<file path="src/rtl/riscv_pkg.sv">
// riscv_pkg: shared RV32I constants and the fetch state type
package riscv_pkg;
    localparam int XLEN = 32;
    localparam logic [XLEN-1:0] INSTR_NOP = 32'h0000_0013;
    localparam logic [XLEN-1:0] RESET_PC_DEFAULT = 32'h0000_0000;
    typedef enum logic {RUN, HALT} fetch_state_e;
endpackage

</file>
<file path="src/rtl/fetch_queue.sv">
// fetch_queue: parameterized synchronous FIFO with flush, head read combinationally
module fetch_queue #(
    parameter int DEPTH = 2,
    parameter int W = 64
) (
    input  logic                     clk,
    input  logic                     reset,
    input  logic                     push,
    input  logic                     pop,
    input  logic                     flush,
    input  logic [W-1:0]             wdata,
    output logic [W-1:0]             data,
    output logic                     full,
    output logic                     empty,
    output logic [$clog2(DEPTH):0]   count
);
    localparam int AW = $clog2(DEPTH);
    logic [W-1:0] mem [DEPTH];
    logic [AW-1:0] head, tail;
    always_ff @(posedge clk)
        if (push) mem[tail] <= wdata;
    always_ff @(posedge clk) begin
        if (reset || flush) begin
            head <= '0;
            tail <= '0;
            count <= '0;
        end else begin
            if (push) tail <= tail + 1'b1;
            if (pop) head <= head + 1'b1;
            count <= count + (AW+1)'(push) - (AW+1)'(pop);
        end
    end
    assign data = mem[head];
    assign full = count == (AW+1)'(DEPTH);
    assign empty = count == '0;
endmodule

</file>
<file path="src/rtl/fetch_unit.sv">
// fetch_unit: PC owner feeding decode through a small fetch queue,
// with redirect flush and a sticky halt on misaligned targets
import riscv_pkg::*;

module fetch_unit #(
    parameter logic [31:0] RESET_PC = RESET_PC_DEFAULT,
    parameter int QDEPTH = 2
) (
    input  logic        clk,
    input  logic        reset,
    output logic [31:0] imem_addr,
    input  logic [31:0] imem_rd,
    input  logic        redirect_valid,
    input  logic [31:0] redirect_pc,
    output logic        inst_valid,
    output logic [31:0] inst,
    output logic [31:0] inst_pc,
    input  logic        inst_ready,
    output logic        halted
);
    fetch_state_e state, state_next;
    logic [XLEN-1:0] pc;
    logic push, pop, flush, full, empty;
    logic [$clog2(QDEPTH):0] count;
    logic [63:0] head;
    logic misaligned;

    assign imem_addr = {2'b00, pc[31:2]};
    assign misaligned = redirect_pc[1:0] != 2'b00;
    // A redirect in HALT is ignored; the queue is already empty there.
    assign flush = redirect_valid && state == RUN;
    assign inst_valid = count != '0 && !redirect_valid;
    assign pop = inst_valid && inst_ready;
    assign push = state == RUN && !redirect_valid && (!full || pop);
    assign inst = empty ? INSTR_NOP : head[63:32];
    assign inst_pc = empty ? 32'h0 : head[31:0];
    assign halted = state == HALT;

    always_ff @(posedge clk)
        state <= reset ? RUN : state_next;

    always_comb begin
        state_next = state;
        if (flush && misaligned) state_next = HALT;
    end

    always_ff @(posedge clk) begin
        if (reset) pc <= RESET_PC;
        else if (flush && !misaligned) pc <= redirect_pc;
        else if (push) pc <= pc + 32'd4;
    end

    fetch_queue #(.DEPTH(QDEPTH), .W(64)) u_queue (
        .clk(clk),
        .reset(reset),
        .push(push),
        .pop(pop),
        .flush(flush),
        .wdata({imem_rd, pc}),
        .data(head),
        .full(full),
        .empty(empty),
        .count(count)
    );
endmodule

</file>
<file path="config.mk">
export PLATFORM = sky130hd
export DESIGN_NAME = fetch_unit
export DESIGN_NICKNAME = d
export VERILOG_FILES = /design/src/rtl/riscv_pkg.sv /design/src/rtl/fetch_queue.sv /design/src/rtl/fetch_unit.sv
export SDC_FILE = /design/constraint.sdc
export NUM_CORES = 1
export LEC_CHECK = 0
export CORE_MARGIN = 3
export CORE_UTILIZATION = 30
export DETAILED_ROUTE_END_ITERATION = 16
export PLACE_DENSITY_LB_ADDON = 0.08
export SETUP_SLACK_MARGIN = 0.5
export SLEW_MARGIN = 15
export SYNTH_ARGS = -nofsm -noshare
export SYNTH_HDL_FRONTEND = slang
export SYNTH_SLANG_ARGS = --single-unit
</file>
<file path="constraint.sdc">
create_clock -name clk -period 13.1 [get_ports clk]
set_input_delay 1.31 -clock clk [delete_from_list [all_inputs] [get_ports clk]]
set_output_delay 1.31 -clock clk [all_outputs]
set_load 0.01 [all_outputs]
</file>
==> metrics.yaml, run 1 <==
die-width_um: 161
rsz0062_at_grt: "false"
slew_viol_final: 0
first_iter_violations: 234
hold_path_class: "reg2reg"
endpoint_kind: "output pin"
dieArea_um2: 25800
grt_pass1_wl_um: 27600
worst_hold_slack_ps: 453
status: "finished clean"
via_per_inst: 4.65
postCtsSetupRepairBufs: 0
finalHoldViolations: 0
period_share: 0.296
worstSetupStartpointType: "input pin"
cap_violations: 0
cts_resized: 0
core.rowCount: 55
ys_top_cells_by_area: "edfxtp_1 (54%), dfxtp_1 (11%), mux2i_1 (9.1%)"
grt_overflow: 0
critPathKind: "in2out"
reg2reg_slack_ps: 10300
synthFlopType: "edfxtp_1"
die-height_um: 161
syn_area_per_cell_um2: 12.8
fin_crit_ps: 3870
fin_area_um2: 9510
drive_gt1_frac: 0.0970
cts_tree: "yes"
worst_slew_pin_slew_ps: 966
final_cell_mix: "clkdlybuf4s50_1 (163), edfxtp_1 (128), nor2_1 (106)"
antenna_found_initial: 0
place_congestion: 0.741
cts.hold.buffers_added: 0
fin_util: 0.412
wl_per_cell_um: 17.5
synthToLayoutAreaGrowth_pct: 32.4
yosys_warnings: 0
async_flop_share: 0
clk_path_buf_depth: 2
synthCells: 561
setup_viol_count_final: 0
hold_depth: 0
cts_max_level: 4
ys_types: 56
max_freq_mhz: 258
final_nets: 757
clk_pin_slew_worst_paths_ps: 60
powerDensity_nw_per_um2: 129
yosysSeqAreaShare: 0.641
fin_tns_setup_ps: 0
port_buffers: 163
rr_worst_depth: 4
yosysTopAreaCell: "edfxtp_1"
irDropWorstVdd_uv: 73.7
leakage_nw: 2.99
placed_area_um2: 8910
remaining_drc_errors: 0
synth_edf_count: 128
cp_max_fo: 8
syn_area_um2: 7180
final_common_cell: "clkdlybuf4s50_1"
crit_required_ps: 11790
max-slew-margin-rel: 0.356
initial_core_util: 0.311
track_usage: 0.138
grt_pass1_vias: 4911
cts_root_buf: "clkbuf_16"
grt_max_degree: 65
critPathArrivalTime_ps: 2560
clk_latency_ps: 420
ys_ff_latch: 166
drt.antenna.violating_nets: 0
synth_top_area_share: 0.535
first_pass_iters: 4
antenna_cells: 0
clock-sinks: 166
coreArea_um2: 23100
num-fill-cells: 2191
routed_wl_um: 17800
clock_skew_ps: 8.90
hpwlAfterDp_um: 11800
io_pins: 166
vias: 4719
numCtsBuffers: 17
[critical path: stages]
cell,delay (ps)
clkdlybuf4s50_1,550
nor2_1,150
clkdlybuf4s50_1,550
[routing by layer]
layer | track usage | vias up | wire length, um
met5 | 0 | - | 0
met4 | 0.0422 | 0 | 188
met3 | 0.0340 | 14 | 929
met2 | 0.227 | 146 | 8570
met1 | 0.181 | 2267 | 8100
li1 | - | 2292 | -
[final cells by class]
| cell class | count | area (um^2) | area share |
|---|---|---|---|
| Tap cell | 313 | 392 | 0.0412 |
| Clock inverter | 15 | 148 | 0.0155 |
| Clock buffer | 17 | 425 | 0.0447 |
| Multi-Input combinational cell | 327 | 2210 | 0.232 |
| Inverter | 6 | 22.5 | 0.00237 |
| Sequential cell | 166 | 4610 | 0.485 |
| Timing Repair Buffer | 170 | 1700 | 0.179 |
[synthesized netlist by cell type (3+ instances only)]
cell,count
mux2i_1,65
a21oi_1,7
xor2_1,5
inv_1,6
buf_4,32
o21ai_0,11
a311oi_1,3
buf_1,9
xnor2_1,10
nand4_1,11
edfxtp_1,128
a211oi_1,19
nor3_1,12
nor2_1,108
dfxtp_1,38
nor4_2,7
nor4_1,5
a2111oi_0,3
nand3_1,5
nand2_1,13
clkbuf_1,19
[flip-flops by register name, indices dropped and copies added, names as in the netlist, named ones only]
register / flops
u_queue.mem: 128
pc: 32
u_queue.count: 2
halted: 1
u_queue.head: 1
u_queue.tail: 1
[logic make-up after synthesis]
group,Yosys count,synth area share
and+or+nand+nor,187,0.135
DFF,166,0.641
buffers and inverters,69,0.0551
muxes,66,0.0922
AOI/OAI and AO/OA,56,0.0563
xor gates and xnor gates,15,0.0183
adders and majority gates,1,0.00174
other,1,0.000522
[final timing paths]
| kind | from | to |
|---|---|---|
| worst max-delay path | redirect_valid | inst_valid |
| worst min-delay path | pc[1] | u_queue.mem[0][1] |
| worst max register to register | halted | u_queue.mem[0][16] |
| worst min register to register | pc[1] | u_queue.mem[0][1] |
[report_power, final]
part           internal [mW]  total (mW)  switching [mW]  leakage (nW)
sequential             0.596       0.614          0.0183          1.53
clock                  0.266       0.483           0.216         0.275
combinational         0.0649       0.126          0.0609          1.19
total                  0.927        1.22           0.296          2.99
[stage by stage]
stage,cells,setup WS (ps),power (mW)
2_1_floorplan,562,7900,0.684
3_3_place_gp,981,8870,0.752
3_5_place_dp,981,8790,0.754
4_1_cts,1013,9170,1.24
5_1_grt,1014,9050,1.27
6_report,1014,9230,1.22
(Power assumes the default switching activity.)
==> inputs of run 2 (changes only) <==
clock period = 3.3 ns   (was 13.1 ns; I/O delays follow)
==> run 2 against run 1 <==
Clock skew is 0.52 ps lower; design area grew 1.0%; critical path type is now reg2out; wire length grew 3.8%; first-iteration DRC count increased by 27%; largest power group unchanged; global-route usage rose by 0.56 points; sequential power rose to 4.0 times the previous value; largest cell class unchanged; worst setup slack worse by 8400 ps; clock power grew to 3.9 times the previous value.
==> metrics.yaml, run 2 (synthesized netlist as in run 1, its figures left out) <==
status: "finished clean"
clk_pin_slew_worst_paths_ps: 70  # about the same
cts_root_buf: "clkbuf_16"
placedCellCount: 990  # +0.92%
setup_viol_count_final: 0  # unchanged
cpPeakStageDelay_ps: 600  # +50 ps
drive_gt1_frac: 0.107  # +0.0100
grt_pass1_wl_um: 28600  # +3.8%
final_cell_mix: "clkdlybuf4s50_1 (163), edfxtp_1 (128), nor2_1 (106)"
endpoint_kind: "output pin"
remaining_drc_errors: 0  # unchanged
final_common_cell: "clkdlybuf4s50_1"
grt_overflow: 0  # unchanged
p_sw_mw: 1.22  # +310%
path_cells: "buf_4 -> mux2i_1 -> nor2_1 -> clkdlybuf4s50_1"
first_pass_iters: 4  # unchanged
routed_wl_um: 18500  # +3.8%
fin_tns_setup_ps: 0  # unchanged
pre_cts_slack_ps: 691  # -8100 ps
fin_crit_ps: 2510
io_pins: 166  # unchanged
rsz0062_at_grt: "false"
port_buffers: 163  # unchanged
antenna_found_initial: 0  # unchanged
finalHoldViolations: 0  # unchanged
grt_max_degree: 47  # -28%
place_congestion: 0.750  # +1.3%
max_freq_mhz: 398
cts_tree: "yes"
cts_max_level: 4  # unchanged
clock-sinks: 166  # unchanged
fin_util: 0.417  # +0.00429
clock_skew_ps: 8.38  # -0.518 ps
clk_path_buf_depth: 2  # unchanged
clock_power_share: 0.391  # -0.004
track_usage: 0.144  # +0.00563
instances_no_fill: 1023  # +0.89%
layout_setup_ws_ps: 789  # -8440 ps
synthToLayoutAreaGrowth_pct: 33.8
cap_violations: 0  # unchanged
critPathArrivalTime_ps: 2180  # -380 ps
reg_top3: "u_queue.mem: 128 flops, pc: 32 flops, u_queue.count: 2 flops"
cp_max_fo: 17  # +9
worstSetupStartpointType: "register"
p_int_mw: 3.63  # +290%
cts_resized: 0  # unchanged
leakage_nw: 3.04  # +1.5%
dieArea_um2: 25800  # unchanged
critPathKind: "reg2out"
cts.hold.buffers_added: 0  # unchanged
via_per_inst: 4.74  # +1.8%
max-slew-margin-rel: 0.498  # +0.141
numCtsBuffers: 17  # unchanged
first_iter_violations: 298  # +27%
critPathSlowestCell: "dfxtp_4"
antenna_cells: 0  # unchanged
regMostFlops: "u_queue.mem"
crit_required_ps: 2970  # -8820 ps
coreArea_um2: 23100  # unchanged
power.total_mw: 4.85  # +300%
initial_core_util: 0.311  # unchanged
combPwrFrac: 0.108  # +0.005
vias: 4845  # +2.7%
worst_hold_slack_ps: 461  # +8.19 ps
p_sw_frac: 0.252  # +0.00999
largest_register_ffs: 128  # unchanged
irDropWorstVdd_uv: 295  # +300%
die-width_um: 161  # unchanged
worst_slew_pin_slew_ps: 747  # -218 ps
slew_viol_final: 0  # unchanged
wl_per_cell_um: 18.0  # +2.9%
final_nets: 766  # +1.2%
grt_pass1_vias: 5022  # +2.3%
placed_area_um2: 9010  # +1.2%
clk_latency_ps: 430  # about the same
core.rowCount: 55  # unchanged
hold_path_class: "reg2reg"
fin_area_um2: 9610  # +1.0%
powerDensity_nw_per_um2: 505  # +290%
die-height_um: 161  # unchanged
drt.antenna.violating_nets: 0  # unchanged
hpwlAfterDp_um: 12400  # +5.2%
seqPwrFrac: 0.501  # about the same
period_share: 0.761
## run 2: cell types whose count changed in the layout (fill, tap and decap cells not counted), sizes merged
cell / previous run / this run
buf: 7 / 16
bufinv: 1 / 0
clkbuf: 17 / 18
clkinv: 6 / 3
clkinvlp: 3 / 4
inv: 11 / 13
## run 2: worst paths after layout
kind	startpoint	end	slack [ps]	depth (start not counted)
worst max register to register	pc[3]	pc[20]	870	6
worst max-delay path	register	inst[19]	790	4
worst min-delay path	pc[1]	u_queue.mem[0][1]	460	0
worst min register to register	pc[1]	u_queue.mem[0][1]	460	0
## run 2: critical path, delay by kind of cell, from the launching register on
kind	cells	cell delay, ps
buffers and inverters	2	840
and+or+nand+nor	1	60
DFF	1	600
muxes	1	250
## run 2: repair_timing
item / 4_1_cts / 5_1_grt
setup endpoints to repair: 0 / 22
endpoints found under the hold margin: 0 / 0
buffers inserted: 0 / 1
## run 2: power by group through the flow
stage	Clock [mW]	Sequential (mW)	Combinational [mW]
6_report	1.90	2.43	0.523
5_1_grt	2.05	2.44	0.569
4_1_cts	1.96	2.43	0.531
3_5_place_dp	0	2.48	0.528
3_3_place_gp	0	2.48	0.524
2_1_floorplan	0	2.45	0.261
## run 2: area by class of cell
type,instances,area [um^2]
inverter,6,22.5
timing repair buffer,179,1810
sequential,166,4610
multi-input combinational,327,2210
clock buffer,18,429
clock inverter,14,138
tap,313,392
fill,2206,13400
## run 2: layer usage
layer  part of all wire  global-route usage  vias up
met2               0.48               0.240      136
li1                   -                   -     2309
met5                  0                   0        -
met1               0.44               0.180     2379
met3              0.051              0.0371       21
met4              0.019              0.0540        0
